==> config.mk <==
export PLATFORM = sky130hd
export DESIGN_NAME = context_loader_flat
export DESIGN_NICKNAME = d
export VERILOG_FILES = /design/src/rtl/cgra_cfg_pkg.sv /design/src/rtl/context_loader_if.sv /design/src/rtl/slot_counter_bank.sv /design/src/rtl/context_loader.sv /design/src/flat_wrapper.sv
export SDC_FILE = /design/constraint.sdc
export NUM_CORES = 1
export LEC_CHECK = 0
export BUFFER_PORTS_ARGS = -buffer_cell sky130_fd_sc_hd__buf_4
export CAP_MARGIN = 20
export CORE_ASPECT_RATIO = 0.75
export CORE_MARGIN = 3
export CORE_UTILIZATION = 45
export CTS_CLUSTER_SIZE = 16
export DETAILED_ROUTE_END_ITERATION = 8
export PLACE_DENSITY = 0.74
export SETUP_SLACK_MARGIN = 0.3
export SLEW_MARGIN = 40
export SYNTH_ARGS = -nofsm -noshare
export SYNTH_HDL_FRONTEND = slang
export SYNTH_SLANG_ARGS = --single-unit
==> constraint.sdc <==
create_clock -name CLK -period 6.5 [get_ports CLK]
set_input_delay 1.3 -clock CLK [delete_from_list [all_inputs] [get_ports CLK]]
set_output_delay 1.3 -clock CLK [all_outputs]
set_load 0.02 [all_outputs]
==> src/rtl/cgra_cfg_pkg.sv <==
// Shared CGRA configuration: default geometry, index widths and loader state encoding.
package cgra_cfg_pkg;

    localparam int WIDTH_DEF  = 120;
    localparam int NUM_PE_DEF = 16;
    localparam int DEPTH_DEF  = 16;
    localparam int PE_W       = 4;
    localparam int SLOT_W     = 4;

    typedef enum logic [2:0] {
        S_IDLE  = 3'd0,
        S_LOAD  = 3'd1,
        S_FLUSH = 3'd2,
        S_START = 3'd3,
        S_RUN   = 3'd4
    } state_t;

endpackage

==> src/rtl/context_loader_if.sv <==
// Host handshake and PE broadcast bus of the context loader.
interface context_loader_if import cgra_cfg_pkg::*; #(
    parameter int WIDTH  = WIDTH_DEF,
    parameter int NUM_PE = NUM_PE_DEF
) ();

    logic              host_valid;
    logic              host_ready;
    logic [WIDTH:0]    host_data;
    logic [PE_W-1:0]   host_pe;
    logic              host_last;
    logic [WIDTH:0]    data;
    logic [NUM_PE-1:0] pe_sel;
    logic [SLOT_W-1:0] slot;
    logic              start;

    modport master (
        output host_valid, host_data, host_pe, host_last,
        input  host_ready, data, pe_sel, slot, start
    );

    modport slave (
        input  host_valid, host_data, host_pe, host_last,
        output host_ready, data, pe_sel, slot, start
    );

endinterface

==> src/rtl/slot_counter_bank.sv <==
// Per-PE next-slot counters; full marks that the last slot has already been written.
module slot_counter_bank import cgra_cfg_pkg::*; #(
    parameter int NUM_PE = NUM_PE_DEF,
    parameter int DEPTH  = DEPTH_DEF
) (
    input  logic              CLK,
    input  logic              RST,
    input  logic              inc_en,
    input  logic [PE_W-1:0]   pe_idx,
    input  logic              clr,
    output logic [SLOT_W-1:0] cnt,
    output logic              full
);

    logic [SLOT_W-1:0] cnt_q [NUM_PE];
    logic [NUM_PE-1:0] full_q;

    always_comb begin
        cnt  = '0;
        full = 1'b0;
        for (int i = 0; i < NUM_PE; i++) begin
            if (pe_idx == PE_W'(i)) begin
                cnt  = cnt_q[i];
                full = full_q[i];
            end
        end
    end

    // The counter saturates at DEPTH-1; the full bit records that slot as consumed.
    always_ff @(posedge CLK) begin
        if (RST || clr) begin
            for (int i = 0; i < NUM_PE; i++) cnt_q[i] <= '0;
            full_q <= '0;
        end else if (inc_en) begin
            for (int i = 0; i < NUM_PE; i++) begin
                if (pe_idx == PE_W'(i)) begin
                    if (cnt_q[i] == SLOT_W'(DEPTH - 1)) full_q[i] <= 1'b1;
                    else                                cnt_q[i]  <= cnt_q[i] + 1'b1;
                end
            end
        end
    end

endmodule

==> src/rtl/context_loader.sv <==
// Streams host context words into per-PE slots, then fires a global start pulse.
// Optional CTX_PARITY_EN: host_data[WIDTH] is an even-parity bit over the payload.
module context_loader import cgra_cfg_pkg::*; #(
    parameter int WIDTH  = WIDTH_DEF,
    parameter int NUM_PE = NUM_PE_DEF,
    parameter int DEPTH  = DEPTH_DEF
) (
    input  logic             CLK,
    input  logic             RST,
    context_loader_if.slave  bus,
    input  logic             run_stop,
    output logic             busy,
    output logic             err
);

    state_t            state;
    logic              accept, pe_ok, parity_ok, wr_ok, full, clr;
    logic [SLOT_W-1:0] cnt;

    function automatic logic [NUM_PE-1:0] pe_onehot(input logic [PE_W-1:0] idx);
        logic [NUM_PE-1:0] v;
        v = '0;
        for (int i = 0; i < NUM_PE; i++) if (idx == PE_W'(i)) v[i] = 1'b1;
        return v;
    endfunction

    assign accept = bus.host_valid && bus.host_ready;
    assign pe_ok  = int'(bus.host_pe) < NUM_PE;
`ifdef CTX_PARITY_EN
    assign parity_ok = ~^bus.host_data;
`else
    assign parity_ok = 1'b1;
`endif
    // Rejected words are still consumed from the host so the load sequence never stalls.
    assign wr_ok  = accept && pe_ok && !full && parity_ok;
    assign clr    = (state == S_RUN) && run_stop;

    slot_counter_bank #(.NUM_PE(NUM_PE), .DEPTH(DEPTH)) u_bank (
        .CLK    (CLK),
        .RST    (RST),
        .inc_en (wr_ok),
        .pe_idx (bus.host_pe),
        .clr    (clr),
        .cnt    (cnt),
        .full   (full)
    );

    always_ff @(posedge CLK) begin
        if (RST) begin
            state          <= S_IDLE;
            bus.host_ready <= 1'b1;
            bus.data       <= '0;
            bus.pe_sel     <= '0;
            bus.slot       <= '0;
            bus.start      <= 1'b0;
            busy           <= 1'b0;
            err            <= 1'b0;
        end else begin
            bus.pe_sel <= '0;
            bus.start  <= 1'b0;
            if (wr_ok) begin
                bus.data   <= bus.host_data;
                bus.pe_sel <= pe_onehot(bus.host_pe);
                bus.slot   <= cnt;
            end
            if (accept && !wr_ok) err <= 1'b1;

            case (state)
                S_IDLE, S_LOAD: begin
                    if (accept) begin
                        busy <= 1'b1;
                        if (bus.host_last) begin
                            state          <= S_FLUSH;
                            bus.host_ready <= 1'b0;
                        end else begin
                            state <= S_LOAD;
                        end
                    end
                end
                S_FLUSH: begin
                    state     <= S_START;
                    bus.start <= 1'b1;
                end
                S_START: state <= S_RUN;
                S_RUN: begin
                    if (run_stop) begin
                        state          <= S_IDLE;
                        busy           <= 1'b0;
                        bus.host_ready <= 1'b1;
                    end
                end
                default: state <= S_IDLE;
            endcase
        end
    end

endmodule

==> src/flat_wrapper.sv <==
// flat-port wrapper written by rule: the top's interface ports become plain ports
module context_loader_flat import cgra_cfg_pkg::*;
#(
    parameter int WIDTH  = WIDTH_DEF,
    parameter int NUM_PE = NUM_PE_DEF,
    parameter int DEPTH  = DEPTH_DEF
)
  (CLK, RST, run_stop, busy, err, bus_host_valid, bus_host_data, bus_host_pe, bus_host_last, bus_host_ready, bus_data, bus_pe_sel, bus_slot, bus_start);
  context_loader_if #(.WIDTH(WIDTH), .NUM_PE(NUM_PE)) bus_i ();
  input  logic CLK;
  input  logic RST;
  input  logic run_stop;
  output logic busy;
  output logic err;
  input wire logic [$bits(bus_i.host_valid)-1:0] bus_host_valid;
  input wire logic [$bits(bus_i.host_data)-1:0] bus_host_data;
  input wire logic [$bits(bus_i.host_pe)-1:0] bus_host_pe;
  input wire logic [$bits(bus_i.host_last)-1:0] bus_host_last;
  output wire logic [$bits(bus_i.host_ready)-1:0] bus_host_ready;
  output wire logic [$bits(bus_i.data)-1:0] bus_data;
  output wire logic [$bits(bus_i.pe_sel)-1:0] bus_pe_sel;
  output wire logic [$bits(bus_i.slot)-1:0] bus_slot;
  output wire logic [$bits(bus_i.start)-1:0] bus_start;
  assign bus_i.host_valid = bus_host_valid;
  assign bus_i.host_data = bus_host_data;
  assign bus_i.host_pe = bus_host_pe;
  assign bus_i.host_last = bus_host_last;
  assign bus_host_ready = bus_i.host_ready;
  assign bus_data = bus_i.data;
  assign bus_pe_sel = bus_i.pe_sel;
  assign bus_slot = bus_i.slot;
  assign bus_start = bus_i.start;
  context_loader #(.WIDTH(WIDTH), .NUM_PE(NUM_PE), .DEPTH(DEPTH)) u_core (.CLK(CLK), .RST(RST), .bus(bus_i), .run_stop(run_stop), .busy(busy), .err(err));
endmodule
==> qor.yml <==
grt:
  use_met1_pct: 33.0
  overflow: 0
  grt_max_degree: 122
  antenna_found_initial: 0
  grtUsageMet3_pct: 5.81
  use_met2_pct: 36.4
  grt_pass1_wl_um: 41000
  grt_usage_pct: 23.4
  grt_pass1_vias: 7025
  top_usage_layer: "met2"
clock_network:
  cts_tree: "built"
  cts_setup_buffers: 0
  cts_buffer_depth: 3
  clk_pin_slew_worst_paths_ps: 60
  root_buffer: "clkbuf_16"
  hold_buffers: 0
  cts_htree_levels: 1
  cts.sinks: 228
  cts_resized: 0
  cts_buffers: 23
  clk_latency_ps: 520
synthesis:
  ys.flop_type: "dfxtp_1"
  ys_types: 62
  synthesis.area_um2: 9230
  netlist_instances: 809
  synth_seq_cells: 228
  synth_top_area_share_pct: 35.6
  syn-num-nets: 955
  yosysSeqAreaShare_pct: 56.4
  netlist_top_cells_area: "dfxtp_1 36%, edfxtp_1 21%, a22o_1 12%, ha_1 2.2%, nor2_1 2.2%"
  async_flop_share_pct: 0
  synth_top_area_cell: "dfxtp_1"
  synth_edf_count: 64
  synth_most_common_cell: "dfxtp_1"
  ys_warn_count: 0
  synth_common_cells: "164 x dfxtp_1, 123 x a22o_1, 64 x edfxtp_1"
  avgSynthCellArea_um2: 11.4
placed_design:
  gp_congestion: 0.912
  pre_cts_ws_ps: 1820
  portBuffers: 274
  place_area_um2: 11400
  dpl.hpwl_um: 19900
  post-place-cells: 1283
pwr:
  power.leakage_nw: 5.05
  vdd_drop_max_v: 0.000169
  p_per_area_nw_per_um2: 284
  power_mw: 3.44
drt:
  drt-initial-drc-count: 763
  detail-route-antenna-nets: 0
  vias_per_cell: 5.78
  drc: 0
  wl_um: 27900
  vias: 7658
  firstDrtPassIters: 5
  routedWlPerCell_um: 21.0
timing:
  fin_crit_sh_pct: 59.8
  fin_ws_ps: 2610
  clock.fmax_mhz: 257
  rsz0062_at_grt: "false"
  timing_hold_violations_final: 0
  setup_tns_ps: 0
  tightest_slew_ps: 832
  setup_viol: 0
  slew_headroom_pct: 44.5
  drv_slew: 0
  clock-skew-final_ps: 13.8
  min_period_ps: 3890
setup_path:
  required_ps: 6640
  start_kind: "input pin"
  worstSetupPathType: "input pin to flop"
  crit_top_cell: "buf_4"
  rr_worst_depth: 6
  critPathMaxStageDelay_ps: 710
  r2r-end: "u_core.u_bank.cnt_q[0][12]$_SDFFCE_PN0P_"
  r2r_slack_ps: 3620
  critPathArrivalTime_ps: 4030
  r2r-start: "u_core.u_bank.full_q[7]$_SDFFE_PP0P_"
  path_cells: "buf_4, nand2b_1, buf_4, nor2_1, o2bb2ai_1, nor2_4, nand2_2, o31ai_1"
  critPathSlowestCell: "o31ai_1"
  endpoint_kind: "flop"
  worstPathMaxFanout: 40
cells_and_area:
  finish.instance_area_um2: 12100
  layout-drive-gt1-share_pct: 31.9
  final.fill_count: 1631
  area_delta_synth_final_pct: 31.3
  multi_input_area_um2: 3650
  insertedDiodeCount: 0
  fin_cells: 1325
  nNetsFinal: 1201
  ff_latch_area_um2: 5200
hold_path:
  hp-class: "flop to flop"
  min_from: "u_core.u_bank.full_q[14]$_SDFFE_PP0P_"
  holdPathEnd: "u_core.u_bank.full_q[14]$_SDFFE_PP0P_"
  hold_depth: 2
job:
  maxCapViolCount: 0
floorplanning:
  initial_core_util_pct: 46.7
  dieWidth_um: 171
  dieArea_um2: 22300
  io_pins: 275
  die_height_um: 130
  rows: 44
  coreArea_um2: 19800
outcome:
  status: "complete, no violations"
metrics by stage:
step / util, % / hold slack, ps
finish: 61.3 / 444
global placement: 57.3 / 426
floorplan: - / 417
global route: 61.3 / 486
detailed placement: 57.4 / 436
CTS: 61.3 / 450
flip-flops by register name (all words and copies together) (netlist names):
signal / cells
u_core.busy: 1
u_core.bus.pe_sel: 16
u_core.err: 1
u_core.bus.start: 1
u_core.u_bank.full_q: 16
u_core.bus.slot: 4
u_core.u_bank.cnt_q: 64
u_core.bus.data: 121
u_core.bus.host_ready: 1
u_core.state: 3
cell usage in the layout, fill, tap and decap left out, types with 2 or more instances in the layout:
cell | netlist | layout
nand2b_1 | 8 | 8
edfxtp_1 | 64 | 64
nand2_1 | 33 | 33
xnor2_1 | 18 | 18
a32o_1 | 2 | 2
a22o_1 | 123 | 123
clkinv_2 | 0 | 3
nor2_1 | 53 | 53
nor3_1 | 39 | 39
mux2i_1 | 7 | 7
buf_4 | 3 | 282
buf_8 | 0 | 2
inv_1 | 8 | 8
nand3_1 | 35 | 35
a221oi_1 | 2 | 2
mux2_2 | 3 | 3
nor4_1 | 28 | 28
ha_1 | 16 | 16
a21oi_1 | 15 | 14
nand2_2 | 2 | 2
clkbuf_1 | 20 | 9
nand3b_1 | 2 | 2
xor2_1 | 14 | 14
o31ai_1 | 12 | 12
dfxtp_1 | 164 | 164
o21ai_0 | 18 | 18
mux4_2 | 8 | 8
a21boi_0 | 2 | 2
a31oi_1 | 10 | 10
clkbuf_8 | 0 | 2
and2_1 | 9 | 9
a211oi_1 | 6 | 6
and3_1 | 8 | 8
o22a_1 | 2 | 2
or2_2 | 2 | 2
clkbuf_16 | 0 | 26
nor2b_1 | 5 | 5
worst max-delay path: cells and delay by family:
kind / cells / cell delay [ps]
compound gates: 2 / 910
buf+inv: 2 / 580
simple gates: 4 / 1220
where the power goes:
group          switching, mW  internal, mW
combinational          0.281         0.226
sequential            0.0662          1.55
clock                  0.556         0.759
total                  0.903          2.54
worst max-delay path by stage:
stage,start,endpoint,depth (start not counted)
2_1_floorplan,bus_host_pe[3],u_core.u_bank.cnt_q[1][12]$_SDFFCE_PP0P_,9
3_3_place_gp,bus_host_pe[0],u_core.bus.data[102]$_SDFFE_PP0P_,9
3_5_place_dp,bus_host_pe[1],u_core.u_bank.cnt_q[0][8]$_SDFFCE_PN0P_,8
4_1_cts,bus_host_pe[1],u_core.u_bank.cnt_q[0][12]$_SDFFCE_PN0P_,8
5_1_grt,bus_host_pe[2],u_core.u_bank.cnt_q[0][8]$_SDFFCE_PN0P_,8
6_report,bus_host_pe[1],u_core.u_bank.cnt_q[0][12]$_SDFFCE_PN0P_,8
per-layer routing:
layer | wire length [um] | share of wire [%] | vias up
li1 | - | - | 3565
met1 | 11900 | 43 | 3688
met2 | 12700 | 46 | 363
met3 | 2600 | 9.3 | 42
met4 | 665 | 2.4 | 0
met5 | 0 | 0 | -
layout make-up:
cell class,instances,share of cell area (%)
sequential,228,42.9
multi-input combinational,509,30.1
timing repair buffer,285,17.9
clock buffer,37,5.87
tap,253,2.61
clock inverter,5,0.361
inverter,8,0.248
logic make-up after synthesis:
family | after synthesis | share of synthesized area (%)
xor gates and xnor gates | 32 | 3.04
and+or+nand+nor | 233 | 12.7
DFF | 228 | 56.4
buffers and inverters | 72 | 4.45
muxes | 18 | 3.08
adders and majority gates | 16 | 2.17
AOI/OAI and AO/OA | 210 | 18.2
Note: power is estimated with default switching activity, not from simulation.
